===== config.mk =====
export PLATFORM = sky130hd
export DESIGN_NAME = dmem_arbiter
export DESIGN_NICKNAME = d
export VERILOG_FILES = /design/src/rtl/dmem_pkg.sv /design/src/rtl/dmem_arb_pick.sv /design/src/rtl/dmem_arbiter.sv
export SDC_FILE = /design/constraint.sdc
export NUM_CORES = 1
export LEC_CHECK = 0
export ABC_AREA = 1
export CAP_MARGIN = 20
export CORE_UTILIZATION = 36
export CTS_CLUSTER_SIZE = 12
export DETAILED_ROUTE_END_ITERATION = 7
export PLACE_DENSITY = 0.74
export SLEW_MARGIN = 20
export SYNTH_ARGS = -nofsm -noshare
export SYNTH_HDL_FRONTEND = slang
export SYNTH_HIERARCHICAL = 1
export SYNTH_SLANG_ARGS = --single-unit

===== constraint.sdc =====
create_clock -name CLK -period 1.75 [get_ports CLK]
set_clock_uncertainty 0.05 [all_clocks]
set_input_delay 0.35 -clock CLK [delete_from_list [all_inputs] [get_ports CLK]]
set_output_delay 0.35 -clock CLK [all_outputs]
set_load 0.01 [all_outputs]

===== src/rtl/dmem_pkg.sv =====
// dmem_pkg: shared constants for the data-memory arbiter (FSM encoding,
// abort read pattern, requester port indices).
package dmem_pkg;

  localparam logic [1:0] ST_IDLE = 2'b00;
  localparam logic [1:0] ST_BUSY = 2'b01;
  localparam logic [1:0] ST_RESP = 2'b10;

  // Returned to the owner instead of memory data when an access is aborted.
  localparam logic [31:0] ABORT_WORD = 32'hDEADBEEF;

  localparam logic PORT0 = 1'b0;
  localparam logic PORT1 = 1'b1;

endpackage


===== src/rtl/dmem_arb_pick.sv =====
// dmem_arb_pick: combinational winner select between the two requesters.
// DMEM_ARB_RR_EN selects round-robin on contention; default is fixed P0 priority.
module dmem_arb_pick
  import dmem_pkg::*;
(
  input  logic p0_req,
  input  logic p1_req,
  input  logic last_owner,
  output logic grant_valid,
  output logic winner
);

`ifdef DMEM_ARB_RR_EN
  always_comb begin
    grant_valid = p0_req | p1_req;
    winner      = PORT0;
    if (p0_req && p1_req) begin
      winner = ~last_owner;
    end else if (p1_req) begin
      winner = PORT1;
    end
  end
`else
  // Port 1 may starve here; it is only used while the pipeline is halted.
  logic unused_last_owner;
  assign unused_last_owner = last_owner;

  always_comb begin
    grant_valid = p0_req | p1_req;
    winner      = PORT0;
    if (!p0_req && p1_req) begin
      winner = PORT1;
    end
  end
`endif

endmodule


===== src/rtl/dmem_arbiter.sv =====
// dmem_arbiter: shares one multi-cycle data memory between the MEM stage (port 0)
// and the debug/loader port (port 1). Define DMEM_ARB_RR_EN for round-robin contention.
module dmem_arbiter
  import dmem_pkg::*;
#(
  parameter int AW      = 32,
  parameter int TIMEOUT = 16,
  parameter int CW      = 5
) (
  input  logic          CLK,
  input  logic          ResetN,
  input  logic          P0Req,
  input  logic          P0WE,
  input  logic [AW-1:0] P0Addr,
  input  logic [AW-1:0] P0WD,
  output logic          P0Done,
  output logic [AW-1:0] P0RD,
  output logic          P0Stall,
  input  logic          P1Req,
  input  logic          P1WE,
  input  logic [AW-1:0] P1Addr,
  input  logic [AW-1:0] P1WD,
  output logic          P1Done,
  output logic [AW-1:0] P1RD,
  output logic          P1Stall,
  output logic          MemValid,
  output logic          MemWE,
  output logic [AW-1:0] MemA,
  output logic [AW-1:0] MemWD,
  input  logic          MemReady,
  input  logic [AW-1:0] MemRD,
  output logic          Owner,
  output logic          TimeoutErr,
  output logic [1:0]    dbg_state
);

  // Handshakes: a requester holds PxReq (level) until it sees the one-cycle
  // PxDone; toward memory, MemValid with stable MemA/MemWD/MemWE is held until
  // the cycle MemReady is high, which completes the access in that cycle.

`ifdef DMEM_ARB_RR_EN
  localparam logic OWNER_RST = PORT1;
`else
  localparam logic OWNER_RST = PORT0;
`endif

  logic [1:0]    state;
  logic [CW-1:0] cnt;
  logic          grant_valid;
  logic          winner;
  logic          sel_we;
  logic [AW-1:0] sel_addr;
  logic [AW-1:0] sel_wd;
  logic          timeout_hit;
  logic          finish_access;
  logic [AW-1:0] resp_data;

  dmem_arb_pick u_pick (
    .p0_req      (P0Req),
    .p1_req      (P1Req),
    .last_owner  (Owner),
    .grant_valid (grant_valid),
    .winner      (winner)
  );

  always_comb begin
    sel_we   = P0WE;
    sel_addr = P0Addr;
    sel_wd   = P0WD;
    if (winner == PORT1) begin
      sel_we   = P1WE;
      sel_addr = P1Addr;
      sel_wd   = P1WD;
    end
  end

  assign timeout_hit   = (cnt == CW'(TIMEOUT - 1));
  // MemReady wins over the timeout when both land in the same cycle.
  assign finish_access = (state == ST_BUSY) && (MemReady || timeout_hit);

  always_comb begin
    resp_data = MemWE ? '0 : MemRD;
    if (!MemReady) begin
      resp_data = AW'(ABORT_WORD);
    end
  end

  always_ff @(posedge CLK or negedge ResetN) begin
    if (!ResetN) begin
      state    <= ST_IDLE;
      MemValid <= 1'b0;
      MemWE    <= 1'b0;
      MemA     <= '0;
      MemWD    <= '0;
      Owner    <= OWNER_RST;
      cnt      <= '0;
    end else begin
      case (state)
        ST_IDLE: begin
          if (grant_valid) begin
            state    <= ST_BUSY;
            MemValid <= 1'b1;
            MemWE    <= sel_we;
            MemA     <= {sel_addr[AW-1:2], 2'b00};
            MemWD    <= sel_wd;
            Owner    <= winner;
            cnt      <= '0;
          end
        end
        ST_BUSY: begin
          if (cnt != {CW{1'b1}}) begin
            cnt <= cnt + 1'b1;
          end
          if (finish_access) begin
            MemValid <= 1'b0;
            MemWE    <= 1'b0;
            state    <= ST_RESP;
          end
        end
        ST_RESP: state <= ST_IDLE;
        default: state <= ST_IDLE;
      endcase
    end
  end

  always_ff @(posedge CLK or negedge ResetN) begin
    if (!ResetN) begin
      P0Done     <= 1'b0;
      P1Done     <= 1'b0;
      P0RD       <= '0;
      P1RD       <= '0;
      TimeoutErr <= 1'b0;
    end else begin
      P0Done <= finish_access && (Owner == PORT0);
      P1Done <= finish_access && (Owner == PORT1);
      if (finish_access && (Owner == PORT0)) begin
        P0RD <= resp_data;
      end
      if (finish_access && (Owner == PORT1)) begin
        P1RD <= resp_data;
      end
      if (finish_access && !MemReady) begin
        TimeoutErr <= 1'b1;
      end
    end
  end

  assign P0Stall   = P0Req & ~P0Done;
  assign P1Stall   = P1Req & ~P1Done;
  assign dbg_state = state;

endmodule


# Word level (Yosys, flattened, before mapping)
# Index checks and enable logic that the tools add are counted.
# W data, S select, Z words.
# word_totals
ff_bits,139
output_inout_bits,138
word_cells,56
in_bits,167
# op_classes
bitwise_logic,6
n_eq_ne,6
reduce_logical,14
n_mux,17
n_addsub,1
# op_table
op,count
$mux W32,4
$mux W5,2
$pmux W5 S2,1
$reduce_and A3 Y1,2
$add A5 B1 Y5 const B,1
$eq A5 B4 Y1 const B,1
$logic_and A1 B1 Y1,5
$mux W1,5
$ne A5 B5 Y1 const B,1
$mux W2,2
$ne A2 B2 Y1 const B,2
$pmux W1 S2,2
$pmux W2 S2,1
$reduce_and A2 Y1,2
$not A1 Y1,3
$and A1 B1 Y1,2
$eq A2 B1 Y1 const B,1
$logic_not A1 Y1,2
$logic_not A2 Y1,1
$ne A2 B1 Y1 const B,1
$reduce_bool A2 Y1,1
$logic_or A1 B1 Y1,1
$or A1 B1 Y1,1

# Logic depth before layout (Yosys ltp)
# depth
ltp_word,6
mapped_depth,11
mapped_depth_nobuf,9

# Modules after synthesis
# Netlist, hierarchy kept.
# modules_own_cells
module,seq_area_each_um2,area_each_um2,instances,cells_per_inst
dmem_arbiter,3478.3,6004.5,1,659
dmem_arb_pick,0.0,15.0,1,4

# Worst setup path before layout
# Ideal clock, no wire load.
# synth_timing
path_kind,reg-to-reg
from,register cnt[0]
to,register P0RD[14]
path_buffers,2
setup_ps,119
arrival_time_ps,1547
stages_incl_launch_ff,12
period_less_slack_ps,1716
t_required_ps,1581
setup_slack_ps,34
cell_sequence,dfrtp_1 > ha_1 > nand2_1 > nor2_1 > ha_1 > inv_1 > a21oi_4 > nand2_2 > buf_6 > buf_6 > nand2_1 > o21ai_2
# synth_via
elab_chain_len,4
# synth_lines
item,line_no,rtl
"start, declared",dmem_arbiter.sv:48,logic [CW-1:0] cnt;
"start signal, assigned",dmem_arbiter.sv:112,cnt <= cnt + 1'b1;
$eq A5 B4 Y1,dmem_arbiter.sv:77,assign timeout_hit = (cnt == CW'(TIMEOUT - 1));
$logic_or A1 B1 Y1,dmem_arbiter.sv:79,assign finish_access = (state == ST_BUSY) && (MemReady || timeout_hit);
$logic_and A1 B1 Y1,dmem_arbiter.sv:79,
$logic_and A1 B1 Y1,dmem_arbiter.sv:136,if (finish_access && (Owner == PORT0)) begin
"end signal, assigned",dmem_arbiter.sv:137,P0RD <= resp_data;
"end, declared",dmem_arbiter.sv:17,"output logic [AW-1:0] P0RD,"
# Every way passes these cells.
# A chain may end at the register's enable or synchronous reset.

# Worst setup path in the final report
# layout_timing
from,register cnt[1]
to,register P0RD[30]
# Same word-level chain as after synthesis.

==> out/qor.yml <==
sta:
  hold_violations: 0
  setup_viol: 66
  max_freq_mhz: 505.5
  final.period_utilization_pct: 113.0
  worst_slack_ps: -228.2
  drv_slew: 0
  min_period_ps: 1978
  rsz0062_at_grt: "true"
  tns_ps: -8681
critical_path:
  cp_data_arrival_time_ps: 2210
  worstPathRequired_ps: 1980
  criticalPathCategory: "reg2reg"
  r2r_start: "cnt[1]$_DFFE_PN0P_"
  crit_start: "cnt[1]$_DFFE_PN0P_"
  path_max_fanout: 11
  end_kind: "register"
  critPathLaunchType: "register"
  r2r_setup_slack_ps: -230
place:
  gp_congestion: 0.8208
  io_buffers: 298
  post-dp-hpwl_um: 14040
  place_ws_ps: -256.1
  dp_cells: 1163
drt:
  vias_per_cell: 4.984
  routed_wirelength_um: 22190
  drtIter0Drc: 343
  drt_pass1_iterations: 4
  wl_per_cell_um: 18.28
  route.detailed.drc: 0
  ant_nets: 0
  num_vias: 6051
yosys:
  yosys_warnings: 6
  ys_types: 22
  synth_cells: 663
  avgSynthCellArea_sq_um: 9.079
  synth_seq_area_share_pct: 57.78
  netlist_area_sq_um: 6020
  synth-seq-cells: 139
clock_network:
  cts_buffer_depth: 2
  clk_latency_ps: 410
  cts.reportedPaths.clkPinSlew_ps: 70
  htreeDepth: 4
  clock_sinks: 139
  root_buffer: "clkbuf_16"
  tritoncts: "done"
  cts_buffers: 17
grt:
  grt_most_used_layer: "met2"
  antenna_found_initial: 0
  grtUsageMet1_pct: 27.44
  globalRouteMet3Util_pct: 7.832
  met2_usage_pct: 37.85
  grt_pass1_vias: 5551
  grt-ovfl-total: 0
  grt_usage_pct: 22.79
  grt_pass1_wl_um: 30440
  grt_max_degree: 67
cells_and_area:
  layout_commonest_cell: "clkdlybuf4s50_1"
  syn2layout_area_growth_pct: 78.53
  num-fill-cells: 1224
  multiInputGateArea_sq_um: 2519
  final_cells: 1214
  seqCellArea_sq_um: 3481
  final_cell_mix: "clkdlybuf4s50_1 (201), dfrtp_1 (137), nor2_1 (129)"
  n_antenna_cell: 0
  nNetsFinal: 1155
  final_layout_size_suffix_gt1_share_pct: 17.03
run:
  cap_violations: 0
floorplan:
  die_area_sq_um: 17240
  initial_core_util_pct: 37.35
  core_area_sq_um: 16120
  die_w_um: 131.3
  row_count: 46
  ios: 305
  dieHeight_um: 131.3
status:
  status: "finished, violations left"
  violations: "negative setup slack"
power_and_ir_drop:
  vdd_ir_drop_max_uv: 719.9
  leakagePower_nw: 5.530
  powerDensity_nw_per_um2: 1623
worst_hold_path:
  worstHoldPathType: "in2async"
==> repair_timing <==
| item | in CTS | in global routing |
|---|---|---|
| hold endpoints to repair | 39 | 0 |
| setup endpoints to repair | 99 | 113 |
| cloned | 0 | 13 |
| setup buffers | 0 | 5 |
| gates resized for setup | 42 | 155 |
| pin swaps | 2 | 6 |
| hold buffers | 1 | 0 |
==> report_power, final <==
group | total (mW) | internal, mW | switching, mW
Combinational | 7.83 | 3.98 | 3.85
Sequential | 5.75 | 4.71 | 1.04
Clock | 3.86 | 2.36 | 1.50
==> worst max-delay path: stages, from the launching register on <==
cell and delay (ps):
dfrtp_1 360, ha_2 210, nand2_2 80, nor2_4 110, ha_2 190, inv_2 50, a21oi_4 160, buf_12 150
nand2_8 100, clkbuf_16 200, nand2_1 90, o21ai_1 80
==> registers in the layout, indices dropped and copies added (netlist names) <==
| register | flops |
|---|---|
| MemValid | 1 |
| dbg_state | 2 |
| cnt | 5 |
| MemA | 30 |
| Owner | 1 |
| P1RD | 32 |
| TimeoutErr | 1 |
| P0RD | 32 |
| P0Done | 1 |
| P1Done | 1 |
| MemWD | 32 |
| MemWE | 1 |
==> stage by stage <==
| stage | hold slack (ps) | area, sq um | utilization [%] | total power [mW] |
|---|---|---|---|---|
| 3_3_place_gp | 244.5 | 9349 | 58.01 | 12.75 |
| 3_5_place_dp | 247.3 | 9349 | 58.01 | 12.88 |
| 6_report | 367.0 | 10750 | 66.68 | 17.44 |
| 4_1_cts | 358.8 | 9972 | 61.88 | 16.60 |
| 2_1_floorplan | 4.409 | 6023 | - | 8.712 |
| 5_1_grt | 382.2 | 10750 | 66.68 | 18.40 |
==> cells by family after synthesis <==
logic type / Yosys count / share of synthesized area, %
other cells: 1 / 0.06230
buf+inv: 65 / 6.132
compound gates: 161 / 16.71
flops: 139 / 57.78
fa+ha+maj: 3 / 0.6236
simple gates: 294 / 18.69
==> layer usage <==
metal | share of wire, % | vias to the layer above | wire length, um
li1 | - | 2851 | -
met2 | 50 | 281 | 11130
met5 | 0 | - | 0
met4 | 2.2 | 0 | 494
met3 | 9.0 | 35 | 1992
met1 | 39 | 2884 | 8576
==> cell type report <==
class                      instances  area share, %
clock buffer                      19          4.215
clock inverter                    13          1.677
inverter                          18         0.6287
multi-input combinational        461          23.44
sequential                       139          32.39
tap                              216          2.515
timing repair buffer             348          35.14
==> Yosys cell counts <==
cell | count | area (sq um)
a21oi_1 | 25 | 125.1
o21ai_0 | 8 | 40.04
buf_6 | 12 | 135.1
inv_1 | 16 | 60.06
buf_2 | 19 | 95.09
a21oi_4 | 1 | 16.27
o21ai_1 | 56 | 280.3
ha_1 | 3 | 37.54
nand2_2 | 3 | 18.77
inv_2 | 2 | 7.510
o21ai_2 | 8 | 70.07
or2_2 | 2 | 12.51
clkbuf_1 | 13 | 48.80
dfrtp_1 | 139 | 3478
buf_4 | 3 | 22.52
nor2_1 | 131 | 491.7
o31ai_1 | 62 | 465.5
conb_1 | 1 | 3.750
a31o_2 | 1 | 8.760
nand4_1 | 1 | 6.260
nand2_1 | 152 | 570.6
nand3_1 | 5 | 25.02
==> worst paths after layout <==
| path | to | cells past startpoint |
|---|---|---|
| max | P0RD[30]$_DFFE_PN0P_ | 11 |
| min | P0RD[9]$_DFFE_PN0P_ | 2 |
| max reg2reg | P0RD[30]$_DFFE_PN0P_ | 11 |
| min reg2reg | MemWD[4]$_DFFE_PN0P_ | 2 |
| max in group asynchronous | MemWD[12]$_DFFE_PN0P_ | 3 |
| min in group CLK | MemWD[4]$_DFFE_PN0P_ | 2 |
No activity file was read; power rests on OpenSTA's default activity.
